==> src/rtl/spi_slave_responder_pkg.sv <==
`timescale 1ns/1ps
`default_nettype none
// ============================================================================
//  Module      : spi_slave_responder_pkg
//  Description : Shared types and constants for the SPI mode-0 slave responder
//  Revision    : 1.0  initial release
// ============================================================================
package spi_slave_responder_pkg;

  // Frame-level state of the responder
  typedef enum logic {
    IDLE  = 1'b0,
    SHIFT = 1'b1
  } spi_state_t;

  // Only SPI mode 0 is supported: SCLK idles low, data sampled on the rising edge
  localparam int SPI_CPOL = 0;
  localparam int SPI_CPHA = 0;

  // Bit counter must hold 0..WIDTH-1 with one bit of headroom
  function automatic int cnt_width(input int width);
    return $clog2(width) + 1;
  endfunction

endpackage
`default_nettype wire

==> src/rtl/spi_slave_responder_if.sv <==
`timescale 1ns/1ps
`default_nettype none
// ============================================================================
//  Module      : spi_slave_responder_if
//  Description : SPI pins plus the parallel word side of the slave responder
//  Revision    : 1.0  initial release
// ============================================================================
interface spi_slave_responder_if #(
  parameter int WIDTH = 16
);
  import spi_slave_responder_pkg::*;

  logic             sclk;
  logic             ncs;
  logic             mosi;
  logic             miso;
  logic [WIDTH-1:0] txData;
  logic [WIDTH-1:0] rxData;
  logic             rxValid;
  logic             frameErr;
  logic             busy;

  // External SPI master plus the word producer/consumer
  modport master (
    output sclk, ncs, mosi, txData,
    input  miso, rxData, rxValid, frameErr, busy
  );

  // The responder itself
  modport slave (
    input  sclk, ncs, mosi, txData,
    output miso, rxData, rxValid, frameErr, busy
  );

endinterface
`default_nettype wire

==> src/rtl/spi_slave_responder_sync_edge.sv <==
`timescale 1ns/1ps
`default_nettype none
// ============================================================================
//  Module      : sync_edge
//  Description : Multi-flop synchroniser with history flop and registered
//                rise/fall pulses for one asynchronous input
//  Revision    : 1.0  initial release
// ============================================================================
module sync_edge #(
  parameter int   STAGES = 2,
  parameter logic INIT   = 1'b0
) (
  input  wire logic clk,
  input  wire logic rst,
  input  wire logic i_d,
  output logic      o_level,
  output logic      o_rise,
  output logic      o_fall
);

  logic [STAGES-1:0] r_sync;
  logic              r_hist;
  logic              r_rise;
  logic              r_fall;

  // Resynchronise the pin and register edge pulses so every consumer sees
  // a clean single-cycle strobe a fixed number of clocks after the pin moves
  always_ff @(posedge clk or posedge rst) begin
    if (rst) begin
      r_sync <= {STAGES{INIT}};
      r_hist <= INIT;
      r_rise <= 1'b0;
      r_fall <= 1'b0;
    end else begin
      r_sync <= {r_sync[STAGES-2:0], i_d};
      r_hist <= r_sync[STAGES-1];
      r_rise <= r_sync[STAGES-1] & ~r_hist;
      r_fall <= ~r_sync[STAGES-1] & r_hist;
    end
  end

  assign o_level = r_sync[STAGES-1];
  assign o_rise  = r_rise;
  assign o_fall  = r_fall;

endmodule
`default_nettype wire

==> src/rtl/spi_slave_responder.sv <==
`timescale 1ns/1ps
`default_nettype none
// ============================================================================
//  Module      : spi_slave_responder
//  Description : SPI mode-0 slave; oversamples SCLK/nCS/MOSI in the clk domain,
//                deserialises MSB-first words and shifts txData out on MISO
//  Revision    : 1.0  initial release
// ============================================================================
module spi_slave_responder
  import spi_slave_responder_pkg::*;
#(
  parameter int WIDTH       = 16,
  parameter int SYNC_STAGES = 2
) (
  input wire logic           clk,
  input wire logic           reset,
  spi_slave_responder_if.slave bus
);

  localparam int              CW      = cnt_width(WIDTH);
  localparam logic [0:0]      c_IDLE  = IDLE;
  localparam logic [0:0]      c_SHIFT = SHIFT;
  localparam logic [CW-1:0]   c_LAST  = CW'(WIDTH - 1);

  logic [0:0]       r_state;
  logic [CW-1:0]    r_bit_cnt;
  logic [WIDTH-1:0] r_tx_shift;
  logic [WIDTH-1:0] r_rx_shift;
  logic [WIDTH-1:0] r_rx_data;
  logic             r_rx_valid;
  logic             r_frame_err;
  logic             r_miso;
  logic             r_reload;

  logic             w_sclk_rise;
  logic             w_sclk_fall;
  logic             w_ncs_rise;
  logic             w_ncs_fall;
  logic             w_mosi;
  logic             w_sclk_level_unused;
  logic             w_ncs_level_unused;
  logic             w_mosi_rise_unused;
  logic             w_mosi_fall_unused;
  logic [WIDTH-1:0] w_rx_next;

  sync_edge #(.STAGES(SYNC_STAGES), .INIT(1'b0)) u_sync_sclk (
    .clk     (clk),
    .rst     (reset),
    .i_d     (bus.sclk),
    .o_level (w_sclk_level_unused),
    .o_rise  (w_sclk_rise),
    .o_fall  (w_sclk_fall)
  );

  // nCS idles high, so its synchroniser resets high to avoid a false frame start
  sync_edge #(.STAGES(SYNC_STAGES), .INIT(1'b1)) u_sync_ncs (
    .clk     (clk),
    .rst     (reset),
    .i_d     (bus.ncs),
    .o_level (w_ncs_level_unused),
    .o_rise  (w_ncs_rise),
    .o_fall  (w_ncs_fall)
  );

  sync_edge #(.STAGES(SYNC_STAGES), .INIT(1'b0)) u_sync_mosi (
    .clk     (clk),
    .rst     (reset),
    .i_d     (bus.mosi),
    .o_level (w_mosi),
    .o_rise  (w_mosi_rise_unused),
    .o_fall  (w_mosi_fall_unused)
  );

  assign w_rx_next = {r_rx_shift[WIDTH-2:0], w_mosi};

  // Frame control, receive deserialiser and transmit serialiser
  always_ff @(posedge clk or posedge reset) begin
    if (reset) begin
      r_state     <= c_IDLE;
      r_bit_cnt   <= '0;
      r_tx_shift  <= '0;
      r_rx_shift  <= '0;
      r_rx_data   <= '0;
      r_rx_valid  <= 1'b0;
      r_frame_err <= 1'b0;
      r_miso      <= 1'b0;
      r_reload    <= 1'b0;
    end else begin
      r_rx_valid  <= 1'b0;
      r_frame_err <= 1'b0;
      case (r_state)
        c_IDLE: begin
          if (w_ncs_fall) begin
            r_state    <= c_SHIFT;
            r_tx_shift <= bus.txData;
            r_miso     <= bus.txData[WIDTH-1];
            r_bit_cnt  <= '0;
            r_rx_shift <= '0;
            r_reload   <= 1'b0;
          end
        end
        c_SHIFT: begin
          // nCS release has priority over a coincident SCLK edge
          if (w_ncs_rise) begin
            r_state     <= c_IDLE;
            r_frame_err <= (r_bit_cnt != '0);
            r_bit_cnt   <= '0;
            r_rx_shift  <= '0;
            r_miso      <= 1'b0;
            r_reload    <= 1'b0;
          end else if (w_sclk_rise) begin
            r_rx_shift <= w_rx_next;
            if (r_bit_cnt == c_LAST) begin
              // Word boundary: publish and preload the next tx word for a burst
              r_rx_data  <= w_rx_next;
              r_rx_valid <= 1'b1;
              r_bit_cnt  <= '0;
              r_tx_shift <= bus.txData;
              r_reload   <= 1'b1;
            end else begin
              r_bit_cnt <= r_bit_cnt + CW'(1);
            end
          end else if (w_sclk_fall) begin
            if (r_reload) begin
              // First fall of a reloaded word presents its MSB without shifting
              r_miso   <= r_tx_shift[WIDTH-1];
              r_reload <= 1'b0;
            end else begin
              r_tx_shift <= {r_tx_shift[WIDTH-2:0], 1'b0};
              r_miso     <= r_tx_shift[WIDTH-2];
            end
          end
        end
        default: begin
          r_state <= c_IDLE;
          r_miso  <= 1'b0;
        end
      endcase
    end
  end

  assign bus.miso     = r_miso;
  assign bus.rxData   = r_rx_data;
  assign bus.rxValid  = r_rx_valid;
  assign bus.frameErr = r_frame_err;
  assign bus.busy     = (r_state == c_SHIFT);

endmodule
`default_nettype wire

==> src/flat_wrapper.sv <==
// flat-port wrapper written by rule: the top's interface ports become plain ports
module spi_slave_responder_flat import spi_slave_responder_pkg::*;
#(
  parameter int WIDTH       = 16,
  parameter int SYNC_STAGES = 2
)
  (clk, reset, bus_sclk, bus_ncs, bus_mosi, bus_txData, bus_miso, bus_rxData, bus_rxValid, bus_frameErr, bus_busy);
  spi_slave_responder_if #(.WIDTH(WIDTH)) bus_i ();
  input wire logic clk;
  input wire logic reset;
  input wire logic [$bits(bus_i.sclk)-1:0] bus_sclk;
  input wire logic [$bits(bus_i.ncs)-1:0] bus_ncs;
  input wire logic [$bits(bus_i.mosi)-1:0] bus_mosi;
  input wire logic [$bits(bus_i.txData)-1:0] bus_txData;
  output wire logic [$bits(bus_i.miso)-1:0] bus_miso;
  output wire logic [$bits(bus_i.rxData)-1:0] bus_rxData;
  output wire logic [$bits(bus_i.rxValid)-1:0] bus_rxValid;
  output wire logic [$bits(bus_i.frameErr)-1:0] bus_frameErr;
  output wire logic [$bits(bus_i.busy)-1:0] bus_busy;
  assign bus_i.sclk = bus_sclk;
  assign bus_i.ncs = bus_ncs;
  assign bus_i.mosi = bus_mosi;
  assign bus_i.txData = bus_txData;
  assign bus_miso = bus_i.miso;
  assign bus_rxData = bus_i.rxData;
  assign bus_rxValid = bus_i.rxValid;
  assign bus_frameErr = bus_i.frameErr;
  assign bus_busy = bus_i.busy;
  spi_slave_responder #(.WIDTH(WIDTH), .SYNC_STAGES(SYNC_STAGES)) u_core (.clk(clk), .reset(reset), .bus(bus_i));
endmodule
==> config.mk <==
export PLATFORM = sky130hd
export DESIGN_NAME = spi_slave_responder_flat
export DESIGN_NICKNAME = d
export VERILOG_FILES = /design/src/rtl/spi_slave_responder_pkg.sv /design/src/rtl/spi_slave_responder_if.sv /design/src/rtl/spi_slave_responder_sync_edge.sv /design/src/rtl/spi_slave_responder.sv /design/src/flat_wrapper.sv
export SDC_FILE = /design/constraint.sdc
export NUM_CORES = 1
export LEC_CHECK = 0
export ABC_AREA = 1
export BUFFER_PORTS_ARGS = -buffer_cell sky130_fd_sc_hd__buf_2
export CORE_ASPECT_RATIO = 2
export CORE_MARGIN = 5
export CORE_UTILIZATION = 60
export CTS_CLUSTER_SIZE = 25
export DETAILED_ROUTE_END_ITERATION = 10
export GPL_TIMING_DRIVEN = 0
export HOLD_SLACK_MARGIN = 0.06
export PLACE_DENSITY = 0.88
export SYNTH_ARGS = -nofsm -noshare
export SYNTH_HDL_FRONTEND = slang
export SYNTH_SLANG_ARGS = --single-unit
==> constraint.sdc <==
create_clock -name clk -period 4.45 [get_ports clk]
set_input_delay 0 -clock clk [delete_from_list [all_inputs] [get_ports clk]]
set_output_delay 0 -clock clk [all_outputs]
set_load 0.01 [all_outputs]
==> qor.yml, run 1 <==
sta:
  period_minus_slack_ns: 1.798
  slew_headroom: 0.4789
  setup_viol: 0
  setup_tns_ns: 0
  clock_skew_ns: 0.005631
  worst_pin_slew_ns: 0.7806
  fmaxAchievable_mhz: 556.0
  finalHoldViolations: 0
  rsz0062_at_grt: "false"
  drv_slew: 0
  period_share: 0.4041
power:
  switchingPower_mw: 0.5163
  p_leak_nw: 2.007
  ir_worst_vdd_mv: 0.3987
  clock_power_share: 0.298
  p_comb_frac: 0.230
  pwr_density_cell_nw_per_um2: 439.8
  pwr-share-seq: 0.472
  swShare: 0.3119
  p_int_mw: 1.139
cells_and_area:
  drive_gt1_frac: 0.2566
  stdcell_count: 475
  fin_nets: 435
  antenna_cells: 0
  areaGrowthSynthToFinish_pct: 22.23
  nFillCells: 361
clock_tree:
  cts_resized: 0
  clk_latency_ns: 0.35
  post_cts_buffers: 0
  numCtsBuffers: 9
  cts_sinks: 69
  cts_tree: "done"
  cts.path.max_buffers: 2
  postCtsHoldBufs: 20
  clockRootBuffer: "clkbuf_8"
  htreeDepth: 3
  clk_pin_slew_worst_paths_ns: 0.07
yosys:
  syn_area_per_cell_um2: 9.056
  synthArstFlopShare: 1.000
  synth_nets: 363
  syn_area_um2: 3079
  synth-seq-area-share: 0.5620
  ys.flop_type: "dfrtp_1"
  syn_inst: 340
  netlist_top_cells_area: "dfrtp_1 54%, nand2_1 14%, inv_1 4.8%, nand3_1 3.7%, o21ai_1 3.7%"
  synth_edf_count: 0
  ys_warn_count: 0
  yosys.area.top_type: "dfrtp_1"
  yosysMostFrequentCell: "nand2_1"
  synth.distinct_cells: 28
  synthTopCellsByCount: "118 x nand2_1, 66 x dfrtp_1, 39 x inv_1, 23 x nand3_1, 23 x o21ai_1"
  synth.top_cell.area_share: 0.5364
  ys_ff_latch: 69
floorplanning:
  core_um2: 5046
  die_x_um: 60.66
  start_util: 0.6102
  io_pins: 41
  dieArea_um2: 6752
  row_count: 37
  die_h_um: 111.3
setup_path:
  worstPathArrival_ns: 2.07
  slowest_delay_ns: 0.44
  critPathKind: "reg2reg"
  cp-end-kind: "register"
  worst_setup_path_start_kind: "register"
  critPathMaxFanout: 10
  crit_path_cell_trace: "ha_1, nand4_2, inv_1, nand2_1, clkbuf_1, nand2_1, o21ai_1"
  cp_slowest_cell: "clkbuf_1"
  required_ns: 4.72
  cp_common_cell: "nand2_1"
flow_run:
  cap_violations: 0
place:
  dpl.cell_count: 439
  port_buffers: 40
  place_hpwl_mm: 4.689
  gp_congestion: 0.9035
route:
  antenna_left: 0
  via_per_inst: 5.177
  drc_errors: 0
  wl_per_cell_um: 13.85
  dr.pass1.iters: 4
  vias: 2459
  wirelength_mm: 6.579
  drtIter0Drc: 159
grt:
  overflow: 0
  grt_pass1_wl_mm: 11.74
  antenna_found_initial: 0
  grt_pass1_vias: 2566
  gr-usage-all-layers: 0.2275
  grt_max_degree: 39
worst_hold_path:
  hold_path_class: "in2reg"
status:
  status: "finished, final reports clean"
## placed cells by master (no fill, tap or decap)
cell type / instances
a21oi_1: 3
a41oi_1: 1
and2_1: 1
buf_12: 1
buf_2: 45
buf_4: 5
buf_6: 3
buf_8: 1
bufinv_16: 1
clkbuf_1: 2
clkbuf_8: 10
clkinv_2: 4
dfrtp_1: 66
dfstp_2: 3
dlygate4sd3_1: 20
ha_1: 2
inv_1: 38
inv_2: 3
nand2_1: 118
nand2_2: 4
nand2_4: 3
nand3_1: 23
nand3_2: 10
nand3b_1: 1
nand4_1: 2
nand4_2: 1
nor2_1: 8
nor2_2: 2
nor2_8: 1
nor3_1: 1
o21ai_0: 1
o21ai_1: 23
o21ai_2: 10
## worst max-delay path: cells and delay by family, from the launching register on
family                   cells  cell delay (ns)
buffers and inverters        2             0.50
AND/OR/NAND/NOR              3             0.45
flip-flops                   1             0.42
adder cells (fa/ha/maj)      1             0.26
AO/OA/AOI/OAI                1             0.11
## per-layer routing
| layer | vias to the layer above | wire length [um] | global-route usage |
|---|---|---|---|
| met5 | - | 0 | 0 |
| met4 | 0 | 192 | 0.1100 |
| met3 | 19 | 279 | 0.04545 |
| met2 | 55 | 3478 | 0.3560 |
| met1 | 1183 | 2628 | 0.2939 |
| li1 | 1202 | - | - |
## per-stage QoR
stage               worst slack, ns  total power [mW]  hold slack (ns)  utilization  cell area [um^2]
floorplan                     2.715             1.060         0.004478            -              3079
global placement              2.023             1.127           0.1078       0.6643              3352
detailed placement            2.679             1.156           0.1061       0.6682              3372
CTS                           2.651             1.664           0.2840       0.7458              3764
global route                  2.508             1.759           0.2920       0.7458              3764
finish                        2.652             1.655           0.2994       0.7458              3764
## power by group through the flow
stage / logic, mW / clock network, mW / registers [mW]
floorplan: 0.279 / 0 / 0.781
global placement: 0.342 / 0 / 0.785
detailed placement: 0.365 / 0 / 0.791
CTS: 0.383 / 0.500 / 0.780
global route: 0.433 / 0.532 / 0.793
finish: 0.380 / 0.493 / 0.782
## state kept, by name (all words and copies together), names as in the netlist
signal	count
u_core.bus.rxValid	1
u_core.u_sync_sclk.r_sync	2
u_core.u_sync_ncs.o_fall	1
u_core.u_sync_ncs.r_hist	1
u_core.u_sync_sclk.r_hist	1
u_core.bus.rxData	16
u_core.u_sync_ncs.o_rise	1
u_core.r_rx_shift	15
u_core.r_tx_shift	16
u_core.u_sync_ncs.r_sync	2
u_core.u_sync_sclk.o_rise	1
u_core.bus.miso	1
u_core.bus.frameErr	1
u_core.u_sync_sclk.o_fall	1
u_core.r_reload	1
u_core.u_sync_mosi.r_sync	2
u_core.bus.busy	1
u_core.r_bit_cnt	5
## path summary, 6_finish.rpt
check / end / depth (start not counted) / startpoint / slack, ns
setup / recovery: u_core.bus.rxData[5]$_DFFE_PP0P_ / 7 / u_core.r_bit_cnt[0]$_DFFE_PP0P_ / 2.65
hold / removal: u_core.u_sync_ncs.r_sync[0]$_DFF_PP1_ / 2 / bus_ncs / 0.30
setup reg to reg: u_core.bus.rxData[5]$_DFFE_PP0P_ / 7 / u_core.r_bit_cnt[0]$_DFFE_PP0P_ / 2.65
hold reg to reg: u_core.u_sync_mosi.r_sync[1]$_DFF_PP0_ / 0 / u_core.u_sync_mosi.r_sync[0]$_DFF_PP0_ / 0.35
max in group asynchronous: u_core.u_sync_ncs.r_hist$_DFF_PP1_ / 4 / reset / 3.40
min in group asynchronous: u_core.bus.rxData[1]$_DFFE_PP0P_ / 3 / reset / 0.35
## kinds of logic (layout without fill, tap and decap cells)
family                     after synthesis  in the layout  synth area share
and+or+nand+nor                        175            175            0.2674
DFF                                     69             69            0.5620
buffers and inverters                   56            133           0.08736
AOI/OAI and AO/OA                       38             38           0.07517
adders and majority gates                2              2          0.008125
## layout make-up
class | count | area (um^2) | area share
Timing Repair Buffer | 61 | 420.4 | 0.1117
Clock inverter | 5 | 50.05 | 0.01330
Inverter | 41 | 153.9 | 0.04089
Tap cell | 58 | 72.57 | 0.01928
Sequential cell | 69 | 1730 | 0.4598
Buffer | 15 | 115.1 | 0.03058
Clock buffer | 11 | 141.4 | 0.03757
Multi-Input combinational cell | 215 | 1080 | 0.2869
(Power assumes the default switching activity.)
==> run 2: changes to the inputs <==
- CORE_UTILIZATION: 60 -> 57
- PLACE_DENSITY: 0.88 -> 0.84
- clock period: 4.45 -> 1.75 ns (I/O delays scaled with it)
==> run 2 against run 1 <==
Against the previous run:
- die area up 4.6%
- first-iteration DRC count decreased by 39%
- maximum frequency rose by 8.3%
- largest power group unchanged
- sequential cell count stayed put
- clock-buffer cell count decreased by 1
- clock skew is 0.0071 ns higher
- sequential share of layout area shrank 0.91 points
- critical endpoint is now u_core.bus.rxData[1]$_DFFE_PP0P_
- setup slack got worse by 2.6 ns
- largest cell class unchanged
==> qor.yml, run 2 (synthesis results as in run 1) <==
status:
  status: "finished, final reports clean"  # unchanged
setup_path:
  critPathKind: "reg2reg"  # unchanged
  required_ns: 1.99  # was 4.72 ns
  cp-end-kind: "register"  # unchanged
  worst_setup_path_start_kind: "register"  # unchanged
  worstPathArrival_ns: 1.90  # was 2.07 ns
  critPathMaxFanout: 10  # unchanged
  r2r_cells: 7  # unchanged
clock_tree:
  clk_latency_ns: 0.35  # about the same
  cts_sinks: 69  # unchanged
  clockRootBuffer: "clkbuf_8"  # unchanged
  htreeDepth: 3  # unchanged
  cts_tree: "done"  # unchanged
  clk_pin_slew_worst_paths_ns: 0.08  # was 0.07 ns
  numCtsBuffers: 9  # unchanged
  cts.path.max_buffers: 2  # unchanged
  post_cts_buffers: 0  # unchanged
floorplanning:
  start_util: 0.5782  # was 0.6102
  io_pins: 41  # unchanged
  die_x_um: 61.97  # was 60.66 um
  die_h_um: 113.9  # was 111.3 um
  dieArea_um2: 7061  # was 6752 um^2
  core_um2: 5325  # was 5046 um^2
  row_count: 38  # was 37
place:
  dpl.cell_count: 441  # was 439
  gp_congestion: 0.8517  # was 0.9035
  port_buffers: 40  # unchanged
  place_hpwl_mm: 4.281  # was 4.689 mm
  place_area_um2: 3374  # was 3372 um^2
cells_and_area:
  fin_nets: 435  # unchanged
  nFillCells: 407  # was 361
  design_area_um2: 3840  # was 3764 um^2
  layout_common_cells: "118 x nand2_1, 66 x dfrtp_1, 45 x buf_2, 38 x inv_1"  # unchanged
  final_common_cell: "nand2_1"  # unchanged
  areaGrowthSynthToFinish_pct: 24.71  # was 22.23%
  multi_input_area_um2: 1080  # unchanged
  antenna_cells: 0  # unchanged
  fin_util: 0.7211  # was 0.7458
  ff_latch_area_um2: 1730  # unchanged
  stdcell_count: 477  # was 475
  drive_gt1_frac: 0.2590  # was 0.2566
power:
  total_power_mw: 4.637  # was 1.655 mW
  ir_worst_vdd_mv: 1.147  # was 0.3987 mV
  p_comb_frac: 0.205  # was 0.230
  pwr_density_cell_nw_per_um2: 1208  # was 439.8 nW/um^2
  clock_power_share: 0.366  # was 0.298
  p_leak_nw: 2.033  # was 2.007 nW
  pwr-share-seq: 0.430  # was 0.472
  p_int_mw: 3.300  # was 1.139 mW
  swShare: 0.2883  # was 0.3119
  switchingPower_mw: 1.337  # was 0.5163 mW
route:
  wl_per_cell_um: 13.20  # was 13.85 um
  drc_errors: 0  # unchanged
  wirelength_mm: 6.295  # was 6.579 mm
  antenna_left: 0  # unchanged
  drtIter0Drc: 97  # was 159
  dr.pass1.iters: 4  # unchanged
  vias: 2453  # was 2459
  via_per_inst: 5.143  # was 5.177
grt:
  busiest_layer: "met2"  # unchanged
  antenna_found_initial: 0  # unchanged
  gr-usage-met1: 0.2657  # was 0.2939
  grt_max_degree: 37  # was 39
  grt_pass1_wl_mm: 10.78  # was 11.74 mm
  overflow: 0  # unchanged
  gr-usage-all-layers: 0.2039  # was 0.2275
  grt_pass1_vias: 2463  # was 2566
  use_met2: 0.3144  # was 0.3560
  grtUsageMet3: 0.05323  # was 0.04545
flow_run:
  cap_violations: 0  # unchanged
sta:
  slew_headroom: 0.5303  # was 0.4789
  drv_slew: 0  # unchanged
  worst_pin_slew_ns: 0.7035  # was 0.7806 ns
  rsz0062_at_grt: "false"  # unchanged
  finalHoldViolations: 0  # unchanged
  period_minus_slack_ns: 1.660  # was 1.798 ns
  setup_tns_ns: 0  # unchanged
  setup_viol: 0  # unchanged
  clock_skew_ns: 0.01273  # was 0.005631 ns
  fmaxAchievable_mhz: 602.3  # was 556.0 MHz
  period_share: 0.9487  # was 0.4041
worst_hold_path:
  hold_path_class: "in2reg"  # unchanged
  hold_depth: 2  # unchanged
==> run 2: layer usage <==
metal  wire (um)  up-vias
li1            -     1201
met3         274       12
met1        2696     1184
met2        3208       56
met5           0        -
met4         116        0
==> run 2: path summary, 6_finish.rpt <==
check | start | end | slack, ns
hold reg to reg | u_core.u_sync_sclk.r_sync[0]$_DFF_PP0_ | u_core.u_sync_sclk.r_sync[1]$_DFF_PP0_ | 0.35
hold / removal | bus_sclk | u_core.u_sync_sclk.r_sync[0]$_DFF_PP0_ | 0.30
setup reg to reg | u_core.r_bit_cnt[0]$_DFFE_PP0P_ | u_core.bus.rxData[1]$_DFFE_PP0P_ | 0.09
min in group asynchronous | reset | u_core.u_sync_sclk.r_sync[0]$_DFF_PP0_ | 0.32
setup / recovery | u_core.r_bit_cnt[0]$_DFFE_PP0P_ | u_core.bus.rxData[1]$_DFFE_PP0P_ | 0.09
max in group asynchronous | reset | u_core.r_rx_shift[13]$_DFFE_PP0P_ | 0.81
==> run 2: cell type report <==
type / count / area share
timing repair buffer: 61 / 0.1095
buffer: 15 / 0.03030
sequential: 69 / 0.4506
clock buffer: 10 / 0.03324
multi-input combinational: 215 / 0.2812
clock inverter: 6 / 0.03552
tap: 60 / 0.01955
inverter: 41 / 0.04008
==> run 2: what timing repair did <==
action / 4_1_cts / 5_1_grt
hold buffers: 20 / 0
hold endpoints to repair: 50 / 0
setup endpoints to repair: 5 / 0
gates resized for setup: 1 / 0
==> run 2: power groups by stage <==
stage / sequential [mW] / clock, mW / combinational [mW]
after floorplan: 1.99 / 0 / 0.709
after global placement: 2.00 / 0 / 0.872
after global routing: 2.02 / 1.79 / 1.09
final: 1.99 / 1.70 / 0.949
after detailed placement: 2.01 / 0 / 0.919
after CTS: 1.99 / 1.72 / 0.958
==> run 2: per-stage QoR <==
| step | worst slack (ns) | hold WS, ns |
|---|---|---|
| finish | 0.08975 | 0.2951 |
| global route | 0.01291 | 0.2935 |
| floorplan | 0.01510 | 0.004478 |
| CTS | 0.1400 | 0.2749 |
| global placement | -0.6821 | 0.1068 |
| detailed placement | 0.006077 | 0.1094 |
==> run 2: worst max-delay path, cell delays in order (launching register included) <==
cell	delay [ns]
dfrtp_1	0.39
ha_1	0.23
nand4_2	0.21
inv_1	0.11
nand2_1	0.15
clkbuf_2	0.25
nand2_1	0.11
o21ai_1	0.08
